===== config.mk =====
export PLATFORM = sky130hd
export DESIGN_NAME = mix_column_iter
export DESIGN_NICKNAME = d
export VERILOG_FILES = /design/src/rtl/mix_column_iter.sv
export SDC_FILE = /design/constraint.sdc
export NUM_CORES = 1
export LEC_CHECK = 0
export ABC_AREA = 1
export CAP_MARGIN = 25
export CORE_AREA = 5 5 221 137
export CTS_CLUSTER_SIZE = 8
export DETAILED_ROUTE_END_ITERATION = 10
export DIE_AREA = 0 0 226 142
export PLACE_DENSITY = 0.76
export REMOVE_ABC_BUFFERS = 1
export SLEW_MARGIN = 20
export SYNTH_ARGS = -nofsm -noshare
export SYNTH_HDL_FRONTEND = slang
export SYNTH_SLANG_ARGS = --single-unit

===== constraint.sdc =====
create_clock -name clk -period 3.4 [get_ports clk]
set_clock_uncertainty 0.1 [all_clocks]
set_input_delay 0.34 -clock clk [delete_from_list [all_inputs] [get_ports clk]]
set_output_delay 0.34 -clock clk [all_outputs]
set_load 0.005 [all_outputs]

===== src/rtl/mix_column_iter.sv =====
// mix_column_iter: iterative AES MixColumns stage, one column per clock.
// A state is captured in IDLE. CALC then writes result columns 0..3 into
// Data_Out, one per cycle. DONE presents the result until Out_Ready is high.
// Last_Round=1 copies each column through unchanged, with the same timing.
// Optional feature: define MIXCOL_INV_EN to add the Decrypt port. A captured
// Decrypt=1 then selects InvMixColumns.
module mix_column_iter (
    input  logic         clk,
    input  logic         reset,
    input  logic [0:127] Data_In,
    input  logic         In_Valid,
    output logic         In_Ready,
    input  logic         Last_Round,
`ifdef MIXCOL_INV_EN
    input  logic         Decrypt,
`endif
    output logic [0:127] Data_Out,
    output logic         Out_Valid,
    input  logic         Out_Ready
);

    localparam logic [1:0] IDLE = 2'd0;
    localparam logic [1:0] CALC = 2'd1;
    localparam logic [1:0] DONE = 2'd2;

    logic [1:0]   fsm_q, fsm_d;
    logic [1:0]   col_q, col_d;
    logic         last_q, last_d;
    logic         cap_en;
    logic [0:127] state_q;
    logic [0:127] data_out_q, data_out_d;
    logic [31:0]  col_in;
    logic [31:0]  col_res;
`ifdef MIXCOL_INV_EN
    logic         dec_q, dec_d;
`endif

    // Multiply by x in GF(2^8), reducing modulo x^8+x^4+x^3+x+1 (0x11B).
    function automatic logic [7:0] xtime(input logic [7:0] b);
        return {b[6:0], 1'b0} ^ (b[7] ? 8'h1b : 8'h00);
    endfunction

    // Forward MixColumns on one column; row 0 byte sits in bits [31:24].
    function automatic logic [31:0] mix_fwd(input logic [31:0] col);
        logic [7:0] a0, a1, a2, a3;
        logic [7:0] x0, x1, x2, x3;
        logic [7:0] r0, r1, r2, r3;
        a0 = col[31:24];
        a1 = col[23:16];
        a2 = col[15:8];
        a3 = col[7:0];
        x0 = xtime(a0);
        x1 = xtime(a1);
        x2 = xtime(a2);
        x3 = xtime(a3);
        // Rows {02,03,01,01} rotated right by row index; 03*a = xtime(a)^a.
        r0 = x0 ^ (x1 ^ a1) ^ a2 ^ a3;
        r1 = a0 ^ x1 ^ (x2 ^ a2) ^ a3;
        r2 = a0 ^ a1 ^ x2 ^ (x3 ^ a3);
        r3 = (x0 ^ a0) ^ a1 ^ a2 ^ x3;
        return {r0, r1, r2, r3};
    endfunction

`ifdef MIXCOL_INV_EN
    // Multiply a byte by 09, 0b, 0d and 0e, built from repeated xtime.
    function automatic logic [31:0] inv_mults(input logic [7:0] a);
        logic [7:0] m2, m4, m8;
        m2 = xtime(a);
        m4 = xtime(m2);
        m8 = xtime(m4);
        // Packed as {09*a, 0b*a, 0d*a, 0e*a}.
        return {m8 ^ a, m8 ^ m2 ^ a, m8 ^ m4 ^ a, m8 ^ m4 ^ m2};
    endfunction

    // Inverse MixColumns on one column, rows {0e,0b,0d,09} rotated.
    function automatic logic [31:0] mix_inv(input logic [31:0] col);
        logic [31:0] p0, p1, p2, p3;
        logic [7:0]  r0, r1, r2, r3;
        p0 = inv_mults(col[31:24]);
        p1 = inv_mults(col[23:16]);
        p2 = inv_mults(col[15:8]);
        p3 = inv_mults(col[7:0]);
        // Field layout of each p: [31:24]=09, [23:16]=0b, [15:8]=0d, [7:0]=0e.
        r0 = p0[7:0]   ^ p1[23:16] ^ p2[15:8]  ^ p3[31:24];
        r1 = p0[31:24] ^ p1[7:0]   ^ p2[23:16] ^ p3[15:8];
        r2 = p0[15:8]  ^ p1[31:24] ^ p2[7:0]   ^ p3[23:16];
        r3 = p0[23:16] ^ p1[15:8]  ^ p2[31:24] ^ p3[7:0];
        return {r0, r1, r2, r3};
    endfunction
`endif

    // Handshake flags decode directly from the registered state.
    assign In_Ready  = (fsm_q == IDLE);
    assign Out_Valid = (fsm_q == DONE);
    assign Data_Out  = data_out_q;

    // Select the captured column addressed by the column counter.
    always_comb begin
        col_in = 32'h0;
        case (col_q)
            2'd0:    col_in = state_q[0:31];
            2'd1:    col_in = state_q[32:63];
            2'd2:    col_in = state_q[64:95];
            default: col_in = state_q[96:127];
        endcase
    end

    // Column result: bypass on the last round, otherwise forward or inverse mix.
    always_comb begin
        col_res = mix_fwd(col_in);
`ifdef MIXCOL_INV_EN
        if (dec_q) begin
            col_res = mix_inv(col_in);
        end
`endif
        if (last_q) begin
            col_res = col_in;
        end
    end

    // Next-state, counter, flag capture and output column write-back.
    always_comb begin
        fsm_d      = fsm_q;
        col_d      = col_q;
        last_d     = last_q;
        cap_en     = 1'b0;
        data_out_d = data_out_q;
`ifdef MIXCOL_INV_EN
        dec_d      = dec_q;
`endif
        case (fsm_q)
            IDLE: begin
                if (In_Valid) begin
                    cap_en = 1'b1;
                    last_d = Last_Round;
`ifdef MIXCOL_INV_EN
                    dec_d  = Decrypt;
`endif
                    col_d  = 2'd0;
                    fsm_d  = CALC;
                end
            end
            CALC: begin
                case (col_q)
                    2'd0:    data_out_d[0:31]   = col_res;
                    2'd1:    data_out_d[32:63]  = col_res;
                    2'd2:    data_out_d[64:95]  = col_res;
                    default: data_out_d[96:127] = col_res;
                endcase
                col_d = col_q + 2'd1;
                if (col_q == 2'd3) begin
                    fsm_d = DONE;
                end
            end
            DONE: begin
                // Result stays frozen until the consumer takes it.
                if (Out_Ready) begin
                    fsm_d = IDLE;
                end
            end
            default: begin
                fsm_d = IDLE;
            end
        endcase
    end

    // Control and result registers; reset drops any in-flight state.
    always_ff @(posedge clk) begin
        if (reset) begin
            fsm_q      <= IDLE;
            col_q      <= 2'd0;
            last_q     <= 1'b0;
            data_out_q <= 128'h0;
`ifdef MIXCOL_INV_EN
            dec_q      <= 1'b0;
`endif
        end else begin
            fsm_q      <= fsm_d;
            col_q      <= col_d;
            last_q     <= last_d;
            data_out_q <= data_out_d;
`ifdef MIXCOL_INV_EN
            dec_q      <= dec_d;
`endif
        end
    end

    // Captured input state; only read during CALC, so it needs no reset.
    always_ff @(posedge clk) begin
        if (cap_en) begin
            state_q <= Data_In;
        end
    end

endmodule


Word-level counts from Yosys, hierarchy flattened
Index checks and enable logic that the tools add are counted.
Word-level totals
  word-level logic and storage cells: 63
  input bits: 133
  output and inout bits: 130
  register bits after elaboration: 261
Operators by class
  add/sub/neg operators: 1
  reduce and logical (&&, ||, !) cells: 11
  equality and inequality tests: 8
  mux-type cells: 14
  bitwise gates (word level): 21
Operators by type and width (count)
  $xor A8 B8 Y8: 16
  $pmux W32 S3: 1
  $mux W32: 1
  $xor A8 B5 Y8: 4
  $mux W5: 4
  $reduce_and A2 Y1: 6
  $mux W2: 4
  $eq A2 B2 Y1 const B: 3
  $pmux W2 S3: 1
  $eq A2 B1 Y1 const B: 2
  $logic_not A2 Y1: 2
  $ne A2 B2 Y1 const B: 2
  $pmux W2 S2: 1
  $reduce_and A3 Y1: 1
  $reduce_or A3 Y1: 1
  $add A2 B1 Y2 const B: 1
  $mux W1: 2
  $ne A2 B1 Y1 const B: 1
  $reduce_bool A2 Y1: 1
  $not A1 Y1: 1

Longest topological paths before layout
Gate-level depths: netlist of run 1.
  depth in word-level cells: 9
  gate-level depth with buffers: 19
  mapped depth without buffers: 17

Worst setup path after synthesis of run 1
No wires, ideal clock.
  kind: flip-flop to flip-flop
  start: register fsm_q[1]
  end: register col_q[0]
  cell stages (with the launch flop): 7
  library setup time: 0.123 ns
  data arrival time: 3.437 ns
  period minus slack after synthesis: 3.661 ns
  path slack: -0.261 ns
  path through: dfxtp_1 > nor2_1 > nand2_1 > inv_1 > nor2_1 > nor2_1 > a211oi_1
On the way
  word-level cells in the longest chain between the ends: 3
  elaborated cells on any way between the ends: 6
  classes of those cells: eq/ne: 2; mux: 1; reduce/logical: 3
Ends and longest elaborated chain
  start, declared: RTL line 26  | logic [1:0] fsm_q, fsm_d;
  start signal, assigned: RTL line 178  | fsm_q <= fsm_d;
  $logic_not A2 Y1 *
  named net In_Ready: RTL line 12  | output logic In_Ready,
  $ne A2 B2 Y1 (no line) or $reduce_bool A2 Y1 (tied branches)
  $reduce_and A2 Y1 (no line)
  end signal, assigned: RTL line 179  | col_q <= col_d;
  end, declared: RTL line 27  | logic [1:0] col_q, col_d;
Mark *: on every way through the listed nets, which the timed path passes. The rest lies on a longest branch.
A chain may end at the register's enable or synchronous reset.

Worst setup path after layout of run 1
  start: register col_q[0]
  end: register data_out_q, in the netlist Data_Out[127]
On the way
  word-level cells in the longest chain between the ends: 9
  elaborated cells on any way between the ends: 16
  classes of those cells: eq/ne: 2; mux: 4; bitwise: 7; reduce/logical: 3
Ends and longest elaborated chain
  $eq A2 B2 Y1 (tied with other cells): RTL line 100, 144
  $pmux W32 S3: RTL line 100  | case (col_q)
  $mux W5: RTL line 40  | return {b[6:0], 1'b0} ^ (b[7] ? 8'h1b : 8'h00);
  $xor A8 B5 Y8: RTL line 40
  $xor A8 B8 Y8 (4 in a row): RTL line 60  | r3 = (x0 ^ a0) ^ a1 ^ a2 ^ x3;
  $mux W32: RTL line 116  | if (last_q) begin
  end signal, assigned: RTL line 181  | data_out_q <= data_out_d;
  end, declared: RTL line 31  | logic [0:127] data_out_q, data_out_d;
Parallel ways exist; a longest one is shown, timed or not.

==> out/qor.csv, run 1 <==
stage,metric,value,unit
cells_and_area,finalNonFillerCells,2279,
place,dpl_worst_slack,0.535,ns
status,outcome,"complete, no violations",
timing,hold_slack,0.267,ns
cts,postCtsSetupRepairBufs,0,
worst_setup_path,worstPathRequired,3.71,ns
synthesis,synth_top_area_cell,edfxtp_1,
cts,clk_pin_slew_worst_paths,0.06,ns
pwr,ir_worst_vdd,0.462,mV
timing,tns,0,ns
cells_and_area,design_area,17100,sq um
die,io_pins,263,
pwr,leakage,7.82,nW
detailed_routing,drtPass1Iterations,5,
detailed_routing,drt_iter0_drc,918,
synthesis,synth_cells,1625,
global_routing,antenna_found_initial,2,
cts,cts_sinks,261,
cells_and_area,final_util,0.607,
worst_setup_path,cpMostUsedCell,nand2_1,
detailed_routing,vias,11700,
global_routing,grt_pass1_wl,60.8,mm
global_routing,grt_overflow,0,
worst_setup_path,path_class,register to register,
synthesis,ys_ff_latch,261,
cts,cts_buffers,38,
detailed_routing,wl_per_cell,17.1,um
cts,root_buffer,clkbuf_16,
worst_setup_path,cp_data_arrival_time,3.20,ns
synthesis,synth_warnings,0,
detailed_routing,viasPerCell,5.12,
cts,cts_tree,done,
die,dieArea,32100,sq um
die,start_util,0.460,
cells_and_area,fin_nets,2023,
timing,fin_crit,2.90,ns
timing,rsz0062_at_grt,no,
worst_setup_path,slowest_delay,0.45,ns
timing,slew_violations,0,
place,dp_hpwl,28.2,mm
cts,ctsResizeCount,0,
die,coreArea,28200,sq um
global_routing,grt_max_degree,66,
pwr,power,9.22,mW
detailed_routing,remaining_drc_errors,0,
timing,fmax,345,MHz
cells_and_area,final_common_cell,nand2_1,
synthesis,ys_top_cells_by_area,"edfxtp_1, dfxtp_1, nand2_1, nand3_1, o21a_1",
synthesis,ys_types,35,
hold_path,hold_class,input pin to register,
synthesis,synth.cell_area,13000,sq um
hold_path,min_path_cells,1,
cells_and_area,layout_common_cells,"nand2_1, clkdlybuf4s50_1, nand3_1",
worst_setup_path,endpoint_kind,register,
cells_and_area,drive_above_1_share,0.0815,
flow_run,cap_violations,0,
detailed_routing,drt-total-wl,38.9,mm
worst_setup_path,cp_slowest_cell,nor2_2,
worst_setup_path,cp_cell_sequence,"inv_1, ha_1, buf_4, nand2_1, nand2_4, nor2_1, nor2_2, nand2_1, nand2_1, nand2_1, nand2_1, nand2_1, nand3_2, nand3_1, nand2_1, inv_1",
global_routing,grt_util_all_layers,0.238,
global_routing,grt_pass1_vias,11200,
worst_setup_path,r2r_cells,16,
timing,final-setup-viol-count,0,
cts,ctsHoldBuffers,0,
place,portBuffers,262,
worst_setup_path,worstPathMaxFanout,29,
timing,maxSlewHeadroom,0.485,
place,post_dp_cell_area,16000,sq um
timing,tightestPinTransition,0.773,ns
cts,cts.htree.levels,2,
timing,setup_ws,0.504,ns
die,die_w,226,um
synthesis,synth_area_per_cell,7.97,sq um
timing,final_hold_viol_count,0,
place,dp.cells,2220,
worst_setup_path,startpoint_type,register,
place,gp_congestion,0.948,
synthesis,ys_seq_area_frac,0.502,
pwr,powerDensity,540,nW/um^2
die,rows,48,
timing,period_share,0.852,
detailed_routing,antenna_left,0,
cts,insertion_delay,0.52,ns
die,die_y,142,um
cts,clock_path_buffers,3,
synthesis,synth_top_area_frac,0.297,
cells_and_area,synthToLayoutAreaGrowth,31.8,%
[kinds of logic (layout without fill, tap and decap cells)]
| family | count (synthesis) | in the layout | synth area share |
|---|---|---|---|
| AND/OR/NAND/NOR | 950 | 950 | 0.312 |
| flip-flops | 261 | 261 | 0.502 |
| buffers and inverters | 221 | 499 | 0.0725 |
| AO/OA/AOI/OAI | 184 | 184 | 0.106 |
| adder cells (fa/ha/maj) | 5 | 5 | 0.00483 |
| XOR/XNOR | 4 | 4 | 0.00270 |
| other | 0 | 1 | 0 |
[cell usage after synthesis (all sizes together)]
library cell	n
a211oi	1
a21oi	25
buf	34
clkbuf	32
clkinv	2
dfxtp	133
edfxtp	128
ha	5
inv	153
nand2	659
nand3	193
nand3b	4
nor2	91
nor3	1
o21a	113
o21ai	28
o21bai	17
or2	2
xnor2	4
[where the power goes]
part,internal (mW),switching (mW),total [mW]
logic,0.776,1.36,2.14
clock network,2.17,1.33,3.50
registers,3.50,0.0835,3.59
total,6.45,2.77,9.22
[layout make-up]
cell class                 count  area, sq um
sequential                   261         6510
fill                        2426        11100
tap                          375          469
clock inverter                 1         5.00
multi-input combinational   1143         5520
inverter                     155          588
timing repair buffer         286         2900
clock buffer                  57         1090
antenna                        1         2.50
[flip-flops by register name, indices dropped and copies added, names as in the netlist]
signal    flops
state_q     128
col_q         2
Data_Out    128
fsm_q         2
last_q        1
[worst max-delay path, delay by kind of cell (launching register included)]
| family | cells | cell delay [ns] |
|---|---|---|
| AND/OR/NAND/NOR | 12 | 1.52 |
| buffers and inverters | 3 | 0.53 |
| flip-flops | 1 | 0.35 |
| adder cells (fa/ha/maj) | 1 | 0.27 |
[path summary, 6_finish.rpt]
| path | to | slack, ns | startpoint |
|---|---|---|---|
| max | Data_Out[127] | 0.50 | col_q[0] |
| min | state_q[123] | 0.27 | Data_In[123] |
| max reg2reg | Data_Out[127] | 0.50 | col_q[0] |
| min reg2reg | Data_Out[25] | 0.44 | Data_Out[25] |
[routing by layer]
metal / track usage / wire (um)
met1: 0.327 / 17300
met2: 0.389 / 17800
met3: 0.0478 / 2900
met4: 0.0614 / 833
met5: 0 / 12
(Power assumes the default switching activity.)
==> inputs of run 2 (changes only) <==
--- a/config.mk
+++ b/config.mk
@@ -17,3 +17,4 @@
 export SYNTH_ARGS = -nofsm -noshare
 export SYNTH_HDL_FRONTEND = slang
 export SYNTH_SLANG_ARGS = --single-unit
+export TNS_END_PERCENT = 5
==> results of run 2 <==
No change in the layout: final DEF, timing and power equal those of run 1.
==> inputs of run 3 (changes only) <==
--- a/config.mk
+++ b/config.mk
@@ -13,8 +13,8 @@
 export DIE_AREA = 0 0 226 142
 export PLACE_DENSITY = 0.76
 export REMOVE_ABC_BUFFERS = 1
-export SLEW_MARGIN = 20
+export SLEW_MARGIN = 0
 export SYNTH_ARGS = -nofsm -noshare
 export SYNTH_HDL_FRONTEND = slang
 export SYNTH_SLANG_ARGS = --single-unit
-export TNS_END_PERCENT = 5
+export TNS_END_PERCENT = 10
==> results of run 3 <==
No change in the layout: final DEF, timing and power equal those of run 1.
